`config.mk`:
```
export PLATFORM = sky130hd
export DESIGN_NAME = artemis_mcb_port_master_flat
export DESIGN_NICKNAME = d
export VERILOG_FILES = /design/src/rtl/artemis_mcb_port_master_pkg.sv /design/src/rtl/artemis_mcb_port_master_if.sv /design/src/rtl/artemis_mcb_watchdog.sv /design/src/rtl/artemis_mcb_port_master.sv /design/src/flat_wrapper.sv
export SDC_FILE = /design/constraint.sdc
export NUM_CORES = 1
export LEC_CHECK = 0
export CAP_MARGIN = 20
export CORE_MARGIN = 2
export CORE_UTILIZATION = 38
export CTS_CLUSTER_DIAMETER = 150
export DETAILED_ROUTE_END_ITERATION = 6
export GPL_TIMING_DRIVEN = 0
export PLACE_DENSITY = 0.91
export SYNTH_ARGS = -nofsm -noshare
export SYNTH_HDL_FRONTEND = slang
export SYNTH_SLANG_ARGS = --single-unit
```
`constraint.sdc`:
```
create_clock -name clk -period 4.95 [get_ports clk]
set_clock_uncertainty 0.05 [all_clocks]
set_input_delay 0.99 -clock clk [delete_from_list [all_inputs] [get_ports clk]]
set_output_delay 0.99 -clock clk [all_outputs]
set_load 0.05 [all_outputs]
```
`src/rtl/artemis_mcb_port_master_pkg.sv`:
```
// Shared definitions for the Artemis MCB port master.
//   - MCB command encodings (plain and auto-precharge variants, refresh)
//   - FSM state enum
//   - MCB data/address/burst width constants
package artemis_mcb_pkg;

    localparam int unsigned DATA_W  = 32;
    localparam int unsigned MASK_W  = DATA_W / 8;
    localparam int unsigned ADDR_W  = 30;
    localparam int unsigned BL_W    = 6;
    localparam int unsigned INSTR_W = 3;

    localparam logic [INSTR_W-1:0] CMD_WRITE    = 3'b000;
    localparam logic [INSTR_W-1:0] CMD_READ     = 3'b001;
    localparam logic [INSTR_W-1:0] CMD_WRITE_PC = 3'b010;
    localparam logic [INSTR_W-1:0] CMD_READ_PC  = 3'b011;
    localparam logic [INSTR_W-1:0] CMD_REFRESH  = 3'b100;

    typedef enum logic [2:0] {
        IDLE,
        WR_FILL,
        WR_CMD,
        RD_CMD,
        RD_DRAIN,
        DONE,
        ERROR
    } state_t;

endpackage

```
`src/rtl/artemis_mcb_port_master_if.sv`:
```
// Bundle of request, user data and MCB port signals for the port master.
//   master : view of the port master itself (drives req_ready, status, p_* strobes)
//   slave  : view of the surrounding logic / MCB (drives requests, data, FIFO flags)
interface artemis_mcb_port_master_if;
    import artemis_mcb_pkg::*;

    // request side
    logic                 calibration_done;
    logic                 req_valid;
    logic                 req_ready;
    logic                 req_write;
    logic [ADDR_W-1:0]    req_addr;
    logic [BL_W-1:0]      req_bl;
    // user data side
    logic                 wdata_valid;
    logic                 wdata_ready;
    logic [DATA_W-1:0]    wdata;
    logic [MASK_W-1:0]    wmask;
    logic                 rdata_valid;
    logic                 rdata_ready;
    logic [DATA_W-1:0]    rdata;
    logic                 busy;
    logic                 done;
    logic                 err;
    // MCB command port
    logic                 p_cmd_en;
    logic [INSTR_W-1:0]   p_cmd_instr;
    logic [BL_W-1:0]      p_cmd_bl;
    logic [ADDR_W-1:0]    p_cmd_byte_addr;
    logic                 p_cmd_full;
    // MCB write port
    logic                 p_wr_en;
    logic [MASK_W-1:0]    p_wr_mask;
    logic [DATA_W-1:0]    p_wr_data;
    logic                 p_wr_full;
    logic                 p_wr_underrun;
    logic                 p_wr_error;
    // MCB read port
    logic                 p_rd_en;
    logic [DATA_W-1:0]    p_rd_data;
    logic                 p_rd_empty;
    logic                 p_rd_overflow;
    logic                 p_rd_error;

    modport master (
        input  calibration_done, req_valid, req_write, req_addr, req_bl,
               wdata_valid, wdata, wmask, rdata_ready,
               p_cmd_full, p_wr_full, p_wr_underrun, p_wr_error,
               p_rd_data, p_rd_empty, p_rd_overflow, p_rd_error,
        output req_ready, wdata_ready, rdata_valid, rdata, busy, done, err,
               p_cmd_en, p_cmd_instr, p_cmd_bl, p_cmd_byte_addr,
               p_wr_en, p_wr_mask, p_wr_data, p_rd_en
    );

    modport slave (
        output calibration_done, req_valid, req_write, req_addr, req_bl,
               wdata_valid, wdata, wmask, rdata_ready,
               p_cmd_full, p_wr_full, p_wr_underrun, p_wr_error,
               p_rd_data, p_rd_empty, p_rd_overflow, p_rd_error,
        input  req_ready, wdata_ready, rdata_valid, rdata, busy, done, err,
               p_cmd_en, p_cmd_instr, p_cmd_bl, p_cmd_byte_addr,
               p_wr_en, p_wr_mask, p_wr_data, p_rd_en
    );

endinterface

```
`src/rtl/artemis_mcb_watchdog.sv`:
```
// Progress watchdog for the MCB port master.
//   clk, rst : clock, asynchronous active-high reset
//   enable   : watched state active; counter held at zero otherwise
//   kick     : a transfer happened this cycle; clears the counter
//   count    : idle cycle to be counted
//   expired  : this idle cycle is the TIMEOUT-th in a row
module artemis_mcb_watchdog #(
    parameter int unsigned TIMEOUT = 1024
) (
    input  logic clk,
    input  logic rst,
    input  logic enable,
    input  logic kick,
    input  logic count,
    output logic expired
);

    localparam int unsigned CW = $clog2(TIMEOUT + 1);
    localparam logic [CW-1:0] LIMIT    = CW'(TIMEOUT);
    localparam logic [CW-1:0] LIMIT_M1 = CW'(TIMEOUT - 1);

    logic [CW-1:0] cnt;

    // Flags the cycle that brings the idle count to TIMEOUT, so the FSM
    // leaves on the same edge the count is reached.
    assign expired = enable && count && !kick && (cnt >= LIMIT_M1);

    always_ff @(posedge clk or posedge rst) begin
        if (rst) begin
            cnt <= '0;
        end else if (!enable || kick) begin
            cnt <= '0;
        end else if (count && (cnt < LIMIT)) begin
            cnt <= cnt + 1'b1;
        end
    end

endmodule

```
`src/rtl/artemis_mcb_port_master.sv`:
```
// Single-request master for one Xilinx MCB user port.
// Accepts a read or write burst request, moves bl+1 words through the MCB
// write/read FIFO and issues the command, then pulses done (err on failure).
//   clk, rst : clock, asynchronous active-high reset
//   bus      : artemis_mcb_port_master_if.master (request, user data, MCB port)
// Parameter TIMEOUT: idle cycles without MCB progress before ERROR.
// Macro ARTEMIS_MCB_AUTO_PRECHARGE_EN: issue auto-precharge write/read commands.
module artemis_mcb_port_master
    import artemis_mcb_pkg::*;
#(
    parameter int unsigned TIMEOUT = 1024
) (
    input  logic                        clk,
    input  logic                        rst,
    artemis_mcb_port_master_if.master   bus
);

`ifdef ARTEMIS_MCB_AUTO_PRECHARGE_EN
    localparam logic [INSTR_W-1:0] INSTR_WR = CMD_WRITE_PC;
    localparam logic [INSTR_W-1:0] INSTR_RD = CMD_READ_PC;
`else
    localparam logic [INSTR_W-1:0] INSTR_WR = CMD_WRITE;
    localparam logic [INSTR_W-1:0] INSTR_RD = CMD_READ;
`endif

    state_t             state;
    logic [ADDR_W-1:0]  addr_q;
    logic [BL_W-1:0]    bl_q;
    logic [INSTR_W-1:0] instr_q;
    logic [6:0]         word_cnt;
    logic               err_q;

    logic wr_phase, cmd_phase, rd_phase, watch;
    logic xfer, fault, expired, last_word;

    assign wr_phase  = (state == WR_FILL);
    assign cmd_phase = (state == WR_CMD) || (state == RD_CMD);
    assign rd_phase  = (state == RD_DRAIN);
    assign watch     = wr_phase || cmd_phase || rd_phase;

    // Accepts are also blocked while reset is held so nothing is taken on release.
    assign bus.req_ready   = (state == IDLE) && bus.calibration_done && !rst;
    assign bus.wdata_ready = wr_phase && !bus.p_wr_full;
    assign bus.p_wr_en     = bus.wdata_ready && bus.wdata_valid;
    assign bus.p_wr_data   = bus.wdata;
    assign bus.p_wr_mask   = bus.wmask;

    assign bus.p_cmd_en        = cmd_phase && !bus.p_cmd_full;
    assign bus.p_cmd_instr     = instr_q;
    assign bus.p_cmd_bl        = bl_q;
    assign bus.p_cmd_byte_addr = addr_q;

    assign bus.rdata_valid = rd_phase && !bus.p_rd_empty;
    assign bus.rdata       = bus.p_rd_data;
    assign bus.p_rd_en     = bus.rdata_valid && bus.rdata_ready;

    assign bus.busy = (state != IDLE);
    assign bus.done = (state == DONE) || (state == ERROR);
    assign bus.err  = err_q;

    assign xfer      = bus.p_wr_en || bus.p_cmd_en || bus.p_rd_en;
    assign fault     = bus.p_wr_underrun || bus.p_wr_error || bus.p_rd_overflow || bus.p_rd_error;
    // word_cnt holds words already moved; this transfer is word bl+1.
    assign last_word = (word_cnt == {1'b0, bl_q});

    artemis_mcb_watchdog #(.TIMEOUT(TIMEOUT)) u_watchdog (
        .clk     (clk),
        .rst     (rst),
        .enable  (watch),
        .kick    (xfer),
        .count   (watch && !xfer),
        .expired (expired)
    );

    always_ff @(posedge clk or posedge rst) begin
        if (rst) begin
            state    <= IDLE;
            addr_q   <= '0;
            bl_q     <= '0;
            instr_q  <= '0;
            word_cnt <= '0;
            err_q    <= 1'b0;
        end else begin
            case (state)
                IDLE: begin
                    if (bus.req_valid && bus.req_ready) begin
                        addr_q   <= {bus.req_addr[ADDR_W-1:2], 2'b00};
                        bl_q     <= bus.req_bl;
                        instr_q  <= bus.req_write ? INSTR_WR : INSTR_RD;
                        word_cnt <= '0;
                        err_q    <= 1'b0;
                        state    <= bus.req_write ? WR_FILL : RD_CMD;
                    end
                end
                ERROR: state <= IDLE;
                default: begin
                    // FIFO faults and watchdog expiry override normal progress.
                    if (fault || expired) begin
                        err_q <= 1'b1;
                        state <= ERROR;
                    end else begin
                        case (state)
                            WR_FILL: if (bus.p_wr_en) begin
                                word_cnt <= word_cnt + 1'b1;
                                if (last_word) state <= WR_CMD;
                            end
                            WR_CMD:  if (bus.p_cmd_en) state <= DONE;
                            RD_CMD:  if (bus.p_cmd_en) state <= RD_DRAIN;
                            RD_DRAIN: if (bus.p_rd_en) begin
                                word_cnt <= word_cnt + 1'b1;
                                if (last_word) state <= DONE;
                            end
                            DONE:    state <= IDLE;
                            default: state <= IDLE;
                        endcase
                    end
                end
            endcase
        end
    end

endmodule

```
`src/flat_wrapper.sv`:
```
// flat-port wrapper written by rule: the top's interface ports become plain ports
module artemis_mcb_port_master_flat import artemis_mcb_pkg::*;
#(
    parameter int unsigned TIMEOUT = 1024
)
  (clk, rst, bus_calibration_done, bus_req_valid, bus_req_write, bus_req_addr, bus_req_bl, bus_wdata_valid, bus_wdata, bus_wmask, bus_rdata_ready, bus_p_cmd_full, bus_p_wr_full, bus_p_wr_underrun, bus_p_wr_error, bus_p_rd_data, bus_p_rd_empty, bus_p_rd_overflow, bus_p_rd_error, bus_req_ready, bus_wdata_ready, bus_rdata_valid, bus_rdata, bus_busy, bus_done, bus_err, bus_p_cmd_en, bus_p_cmd_instr, bus_p_cmd_bl, bus_p_cmd_byte_addr, bus_p_wr_en, bus_p_wr_mask, bus_p_wr_data, bus_p_rd_en);
  artemis_mcb_port_master_if bus_i ();
  input  logic clk;
  input  logic rst;
  input wire logic [$bits(bus_i.calibration_done)-1:0] bus_calibration_done;
  input wire logic [$bits(bus_i.req_valid)-1:0] bus_req_valid;
  input wire logic [$bits(bus_i.req_write)-1:0] bus_req_write;
  input wire logic [$bits(bus_i.req_addr)-1:0] bus_req_addr;
  input wire logic [$bits(bus_i.req_bl)-1:0] bus_req_bl;
  input wire logic [$bits(bus_i.wdata_valid)-1:0] bus_wdata_valid;
  input wire logic [$bits(bus_i.wdata)-1:0] bus_wdata;
  input wire logic [$bits(bus_i.wmask)-1:0] bus_wmask;
  input wire logic [$bits(bus_i.rdata_ready)-1:0] bus_rdata_ready;
  input wire logic [$bits(bus_i.p_cmd_full)-1:0] bus_p_cmd_full;
  input wire logic [$bits(bus_i.p_wr_full)-1:0] bus_p_wr_full;
  input wire logic [$bits(bus_i.p_wr_underrun)-1:0] bus_p_wr_underrun;
  input wire logic [$bits(bus_i.p_wr_error)-1:0] bus_p_wr_error;
  input wire logic [$bits(bus_i.p_rd_data)-1:0] bus_p_rd_data;
  input wire logic [$bits(bus_i.p_rd_empty)-1:0] bus_p_rd_empty;
  input wire logic [$bits(bus_i.p_rd_overflow)-1:0] bus_p_rd_overflow;
  input wire logic [$bits(bus_i.p_rd_error)-1:0] bus_p_rd_error;
  output wire logic [$bits(bus_i.req_ready)-1:0] bus_req_ready;
  output wire logic [$bits(bus_i.wdata_ready)-1:0] bus_wdata_ready;
  output wire logic [$bits(bus_i.rdata_valid)-1:0] bus_rdata_valid;
  output wire logic [$bits(bus_i.rdata)-1:0] bus_rdata;
  output wire logic [$bits(bus_i.busy)-1:0] bus_busy;
  output wire logic [$bits(bus_i.done)-1:0] bus_done;
  output wire logic [$bits(bus_i.err)-1:0] bus_err;
  output wire logic [$bits(bus_i.p_cmd_en)-1:0] bus_p_cmd_en;
  output wire logic [$bits(bus_i.p_cmd_instr)-1:0] bus_p_cmd_instr;
  output wire logic [$bits(bus_i.p_cmd_bl)-1:0] bus_p_cmd_bl;
  output wire logic [$bits(bus_i.p_cmd_byte_addr)-1:0] bus_p_cmd_byte_addr;
  output wire logic [$bits(bus_i.p_wr_en)-1:0] bus_p_wr_en;
  output wire logic [$bits(bus_i.p_wr_mask)-1:0] bus_p_wr_mask;
  output wire logic [$bits(bus_i.p_wr_data)-1:0] bus_p_wr_data;
  output wire logic [$bits(bus_i.p_rd_en)-1:0] bus_p_rd_en;
  assign bus_i.calibration_done = bus_calibration_done;
  assign bus_i.req_valid = bus_req_valid;
  assign bus_i.req_write = bus_req_write;
  assign bus_i.req_addr = bus_req_addr;
  assign bus_i.req_bl = bus_req_bl;
  assign bus_i.wdata_valid = bus_wdata_valid;
  assign bus_i.wdata = bus_wdata;
  assign bus_i.wmask = bus_wmask;
  assign bus_i.rdata_ready = bus_rdata_ready;
  assign bus_i.p_cmd_full = bus_p_cmd_full;
  assign bus_i.p_wr_full = bus_p_wr_full;
  assign bus_i.p_wr_underrun = bus_p_wr_underrun;
  assign bus_i.p_wr_error = bus_p_wr_error;
  assign bus_i.p_rd_data = bus_p_rd_data;
  assign bus_i.p_rd_empty = bus_p_rd_empty;
  assign bus_i.p_rd_overflow = bus_p_rd_overflow;
  assign bus_i.p_rd_error = bus_p_rd_error;
  assign bus_req_ready = bus_i.req_ready;
  assign bus_wdata_ready = bus_i.wdata_ready;
  assign bus_rdata_valid = bus_i.rdata_valid;
  assign bus_rdata = bus_i.rdata;
  assign bus_busy = bus_i.busy;
  assign bus_done = bus_i.done;
  assign bus_err = bus_i.err;
  assign bus_p_cmd_en = bus_i.p_cmd_en;
  assign bus_p_cmd_instr = bus_i.p_cmd_instr;
  assign bus_p_cmd_bl = bus_i.p_cmd_bl;
  assign bus_p_cmd_byte_addr = bus_i.p_cmd_byte_addr;
  assign bus_p_wr_en = bus_i.p_wr_en;
  assign bus_p_wr_mask = bus_i.p_wr_mask;
  assign bus_p_wr_data = bus_i.p_wr_data;
  assign bus_p_rd_en = bus_i.p_rd_en;
  artemis_mcb_port_master #(.TIMEOUT(TIMEOUT)) u_core (.clk(clk), .rst(rst), .bus(bus_i));
endmodule
```
==> flow_summary.yaml, run 1 <==
place:
  dp_hpwl_um: 6989
  pre_cts_slack_ns: 0.7992
  placed_area_um2: 5025
  portBuffers: 159
  place_congestion: 0.9540
grt:
  gr-total-overflow: 0
  grt_first_pass_wirelength_um: 14470
  grt_max_degree: 32
  grt_pass1_vias: 3045
  antenna_found_initial: 0
  grt_usage: 0.1880
worst_hold_path:
  min_path_type: "reg -> reg"
  hold_start: "u_core.bus.p_cmd_byte_addr[22]"
clock_network:
  clk_transition_reported_paths_ns: 0.06
  insertion_delay_ns: 0.34
  cts_tree: "yes"
  cts_buffers: 9
  cts_root_buf: "clkbuf_8"
  post_cts_buffers: 0
  cts_hold_buf: 0
  cts_resized: 0
  clockBufferDepth: 2
  cts_sinks: 57
  htree_levels: 3
setup_path:
  start_kind: "primary input"
  cp_cell_sequence: "clkdlybuf4s50_1 -> nand2b_1 -> a22oi_1 -> o21a_1 -> nand2_1 -> inv_1 -> clkdlybuf4s50_1"
  cp_num_buf_inv: 3
  critPathKind: "in -> out"
  crit_path_end_kind: "output pin"
  worstPathRequired_ns: 3.91
  crit_top_cell: "clkdlybuf4s50_1"
  cp_top_family: "buffers and inverters"
  slowest_stage: "clkdlybuf4s50_1"
  crit_path_start: "bus_p_rd_empty"
  arrival_ns: 3.12
  worstReg2RegStart: "u_core.state[0]"
  cpPeakStageDelay_ns: 0.80
  cp_max_fo: 5
synth:
  seq_area_frac_synth: 0.4361
  ys_ff_latch: 57
  syn_area_per_cell_um2: 9.911
  synth_ff_type: "dfrtp_1"
  synth-edff-count: 0
  async_reset_ff_frac: 1.000
  syn_area_um2: 3271
  yosysUniqueCellTypes: 48
  synth_cells: 330
  ys_warn_count: 0
routing:
  drt_pass1_iterations: 4
  ant_nets: 0
  first_iter_violations: 134
  drt_wl_total_um: 8632
  post-route-drc-count: 0
  vias: 2928
  vias_per_cell: 4.769
  wire_per_inst_um: 14.06
timing:
  hold_slack_ns: 0.4374
  finalHoldViolCount: 0
  post-route-period-util: 0.8407
  relSlewSlack: 0.5557
  rsz0062_at_grt: "no"
  final.min_clock_period_ns: 4.161
  tightest_slew_ns: 0.6614
  fin_ws_ns: 0.7886
  max_freq_mhz: 240.3
  report.final.slew_viol_count: 0
  setup_viol: 0
power:
  leakage_nw: 2.349
  p_per_area_nw_per_um2: 548.8
  ir_worst_vdd_v: 0.0004065
cells_and_area:
  area_growth_syn_to_layout_pct: 59.53
  most-common-layout-cells: "clkdlybuf4s50_1, buf_4, dfrtp_1"
  layout_commonest_cell: "clkdlybuf4s50_1"
  antenna_cells: 0
  final_nets: 624
  postLayoutCellArea_um2: 5218
  drive_above_1_share: 0.1965
floorplan:
  start_util: 0.3941
  die_area_um2: 9365
  dieWidth_um: 96.78
  row_count: 33
  pin_count: 234
  core-area_um2: 8299
  fp.dieH_um: 96.78
job:
  cap_violations: 0
status:
  status: "finished clean"
## metrics by stage
stage	utilization	TNS, ns	std cells	power [mW]
after floorplan	-	0	333	1.901
after global placement	0.6030	-0.2800	597	2.415
after detailed placement	0.6055	0	598	2.465
after CTS	0.6287	0	614	2.889
after global routing	0.6287	0	614	3.021
final	0.6287	0	614	2.864
## per-layer routing
layer	track usage	part of all wire	wire length, µm
met2	0.3360	0.53	4533
met1	0.2023	0.37	3208
met4	0.06176	0.014	121
met5	0	0	0
met3	0.07442	0.089	768
## cells in the mapped netlist (4+ instances only)
cell      number  area [µm²]
nor2b_1        5       31.28
inv_1          5       18.77
mux2_1        28       315.3
nor2_1        21       78.83
xor2_1        12       105.1
o21ai_0        9       45.04
or3_1          4       25.02
clkbuf_1       7       26.28
o31ai_1        4       30.03
xnor2_1        4       35.03
nand2_1       36       135.1
dfrtp_1       57        1426
a21oi_1       12       60.06
buf_4         72       540.5
## state kept, by name (all words and copies together) (netlist names)
register and cells:
u_core.state 3, u_core.bus.p_cmd_bl 6, u_core.u_watchdog.cnt 11, u_core.bus.err 1
u_core.bus.p_cmd_byte_addr 28, u_core.bus.p_cmd_instr 1, u_core.word_cnt 7
## final cells by class
| class | count | area (µm²) |
|---|---|---|
| plain buffers | 83 | 593.1 |
| inverters | 7 | 26.28 |
| clock inverters | 2 | 10.01 |
| clock buffers | 14 | 182.7 |
| flip-flops and latches | 57 | 1426 |
| fillers | 684 | 3082 |
| multi-input cells | 186 | 1236 |
| repair buffers | 160 | 1612 |
| well taps | 105 | 131.4 |
## power by group
group	internal (mW)	total (mW)	switching [mW]	leakage [nW]
Combinational	0.594	1.68	1.09	1.51
Clock	0.235	0.411	0.177	0.102
Sequential	0.643	0.768	0.125	0.735
## worst paths after layout
kind                       slack (ns)  cells after the start                             end
max                              0.79                      7                    bus_p_cmd_en
min                              0.44                      1  u_core.bus.p_cmd_byte_addr[22]
max reg2reg                      2.76                      5  u_core.bus.p_cmd_byte_addr[19]
min reg2reg                      0.44                      1  u_core.bus.p_cmd_byte_addr[22]
max in group asynchronous        3.25                      3        u_core.u_watchdog.cnt[4]
min in group asynchronous        1.02                      2        u_core.u_watchdog.cnt[7]
## kinds of logic after synthesis
logic type	after synthesis	share of synthesized area
other cells	1	0.001147
flops	57	0.4361
mux	29	0.09946
buf+inv	90	0.1894
xor+xnor	16	0.04284
fa+ha+maj	2	0.007650
simple gates	91	0.1366
compound gates	44	0.08684
Power figures use the tool's default switching activity.
==> run 2: changes to the inputs <==
- CORE_UTILIZATION: 38 -> 35
- PLACE_DENSITY: 0.91 -> 0.85
- clock period: 4.95 -> 4.2 ns (I/O delays scaled with it)
==> run 2 against run 1 <==
Worst setup slack got worse by 0.48 ns. Clock power increased by 11%. Non-clock buffer count did not move. Critical path type unchanged.
==> flow_summary.yaml, run 2 (synthesis results as in run 1) <==
cells_and_area:
  n_fill_cell: 767
  stdcell_count: 620
  antenna_cells: 0
  drive_above_1_share: 0.1945
  final_util: 0.5688
  largest_reg_flops: 28
  multiInputGateArea_um2: 1236
  final_nets: 624
  postLayoutCellArea_um2: 5206
  most-common-layout-cells: "clkdlybuf4s50_1, buf_4, dfrtp_1"
  layout_commonest_cell: "clkdlybuf4s50_1"
  ff_latch_area_um2: 1426
  area_growth_syn_to_layout_pct: 59.18
place:
  post-place-cells: 604
  dp_hpwl_um: 6766
  placed_area_um2: 5032
  place_congestion: 0.8302
  portBuffers: 159
timing:
  finalSetupTns_ns: 0
  finalHoldViolCount: 0
  post-route-period-util: 0.9263
  relSlewSlack: 0.5805
  report.final.slew_viol_count: 0
  max_freq_mhz: 257.0
  final.min_clock_period_ns: 3.890
  setup_viol: 0
  rsz0062_at_grt: "no"
  tightest_slew_ns: 0.6284
routing:
  drt_pass1_iterations: 4
  vias: 2915
  post-route-drc-count: 0
  vias_per_cell: 4.702
  drt_wl_total_um: 8507
  first_iter_violations: 153
  ant_nets: 0
  wire_per_inst_um: 13.72
status:
  status: "finished clean"
clock_network:
  cts_tree: "yes"
  cts_sinks: 57
  clockBufferDepth: 2
  clk_transition_reported_paths_ns: 0.06
  insertion_delay_ns: 0.34
  cts_root_buf: "clkbuf_8"
  cts_hold_buf: 0
  cts_buffers: 9
  post_cts_buffers: 0
  cts_resized: 0
  htree_levels: 3
setup_path:
  slowest_stage: "clkdlybuf4s50_1"
  crit_path_end_kind: "output pin"
  worstRegToRegCells: 6
  arrival_ns: 3.00
  cpPeakStageDelay_ns: 0.79
  start_kind: "primary input"
  crit_top_cell: "clkdlybuf4s50_1"
  worstPathRequired_ns: 3.31
  worstReg2RegStart: "u_core.state[2]"
  crit_path_start: "bus_p_rd_empty"
  cp_cell_sequence: "clkdlybuf4s50_1 -> nand2b_1 -> a22oi_1 -> o21a_1 -> nand2_1 -> inv_1 -> clkdlybuf4s50_1"
  rr_endpoint: "u_core.state[0]"
  critPathKind: "in -> out"
  cp_max_fo: 5
  r2r_slack_ns: 2.07
floorplan:
  row_count: 35
  dieWidth_um: 100.7
  fp.dieH_um: 100.7
  die_area_um2: 10130
  pin_count: 234
  start_util: 0.3573
  core-area_um2: 9153
worst_hold_path:
  min_to: "u_core.bus.p_cmd_byte_addr[9]"
  hold_start: "u_core.bus.p_cmd_byte_addr[9]"
  min_path_type: "reg -> reg"
  hold_path_depth: 1
power:
  p_per_area_nw_per_um2: 646.5
  leakage_nw: 2.340
  total_power_mw: 3.366
  ir_worst_vdd_v: 0.0005514
grt:
  gr-total-overflow: 0
  antenna_found_initial: 0
  grt_pass1_vias: 2936
  grt_max_degree: 31
  grt_first_pass_wirelength_um: 13270
  grt_usage: 0.1671
job:
  cap_violations: 0
## run 2: cell types whose count changed in the layout (fill, tap and decap cells not counted)
cell      previous run  this run
clkbuf_1             8         9
clkbuf_8            13        11
clkinv_2             2         3
## run 2: critical path, delay by kind of cell
| family | cells | cell delay, ns |
|---|---|---|
| compound gates | 2 | 0.51 |
| buf+inv | 3 | 1.28 |
| simple gates | 2 | 0.37 |
## run 2: where the power goes
part / switching, mW / total (mW) / leakage (nW) / internal, mW
clock: 0.213 / 0.456 / 0.0932 / 0.243
sequential: 0.148 / 0.905 / 0.735 / 0.757
combinational: 1.30 / 2.00 / 1.51 / 0.701
## run 2: area by class of cell
cell class	count	share of cell area
plain buffers	83	0.1139
clock buffers	13	0.03052
clock inverters	3	0.002884
inverters	7	0.005047
multi-input cells	186	0.2374
flip-flops and latches	57	0.2740
well taps	111	0.02668
repair buffers	160	0.3095
## run 2: routing by layer
metal  routed length, µm  up-vias  share of wire  GRT usage
li1                    -     1393              -          -
met1                3132     1338           0.37     0.1742
met2                4122      168           0.48     0.2867
met3                1036       16           0.12    0.06311
met4                 216        0          0.025    0.09694
met5                   0        -              0          0
## run 2: how the worst max path moves through the flow
stage / end / slack, ns
5_1_grt: bus_p_cmd_en / 0.15
6_report: bus_p_cmd_en / 0.31
3_5_place_dp: bus_p_cmd_en / 0.31
3_3_place_gp: bus_req_ready / -0.82
4_1_cts: bus_p_cmd_en / 0.29
2_1_floorplan: bus_req_ready / 0.63
## run 2: metrics by stage
stage	hold WS, ns	setup WS, ns
after detailed placement	0.4344	0.3085
after floorplan	0.4525	0.6309
after global placement	0.4225	-0.8174
final	0.4439	0.3096
after CTS	0.4487	0.2947
after global routing	0.4595	0.1472
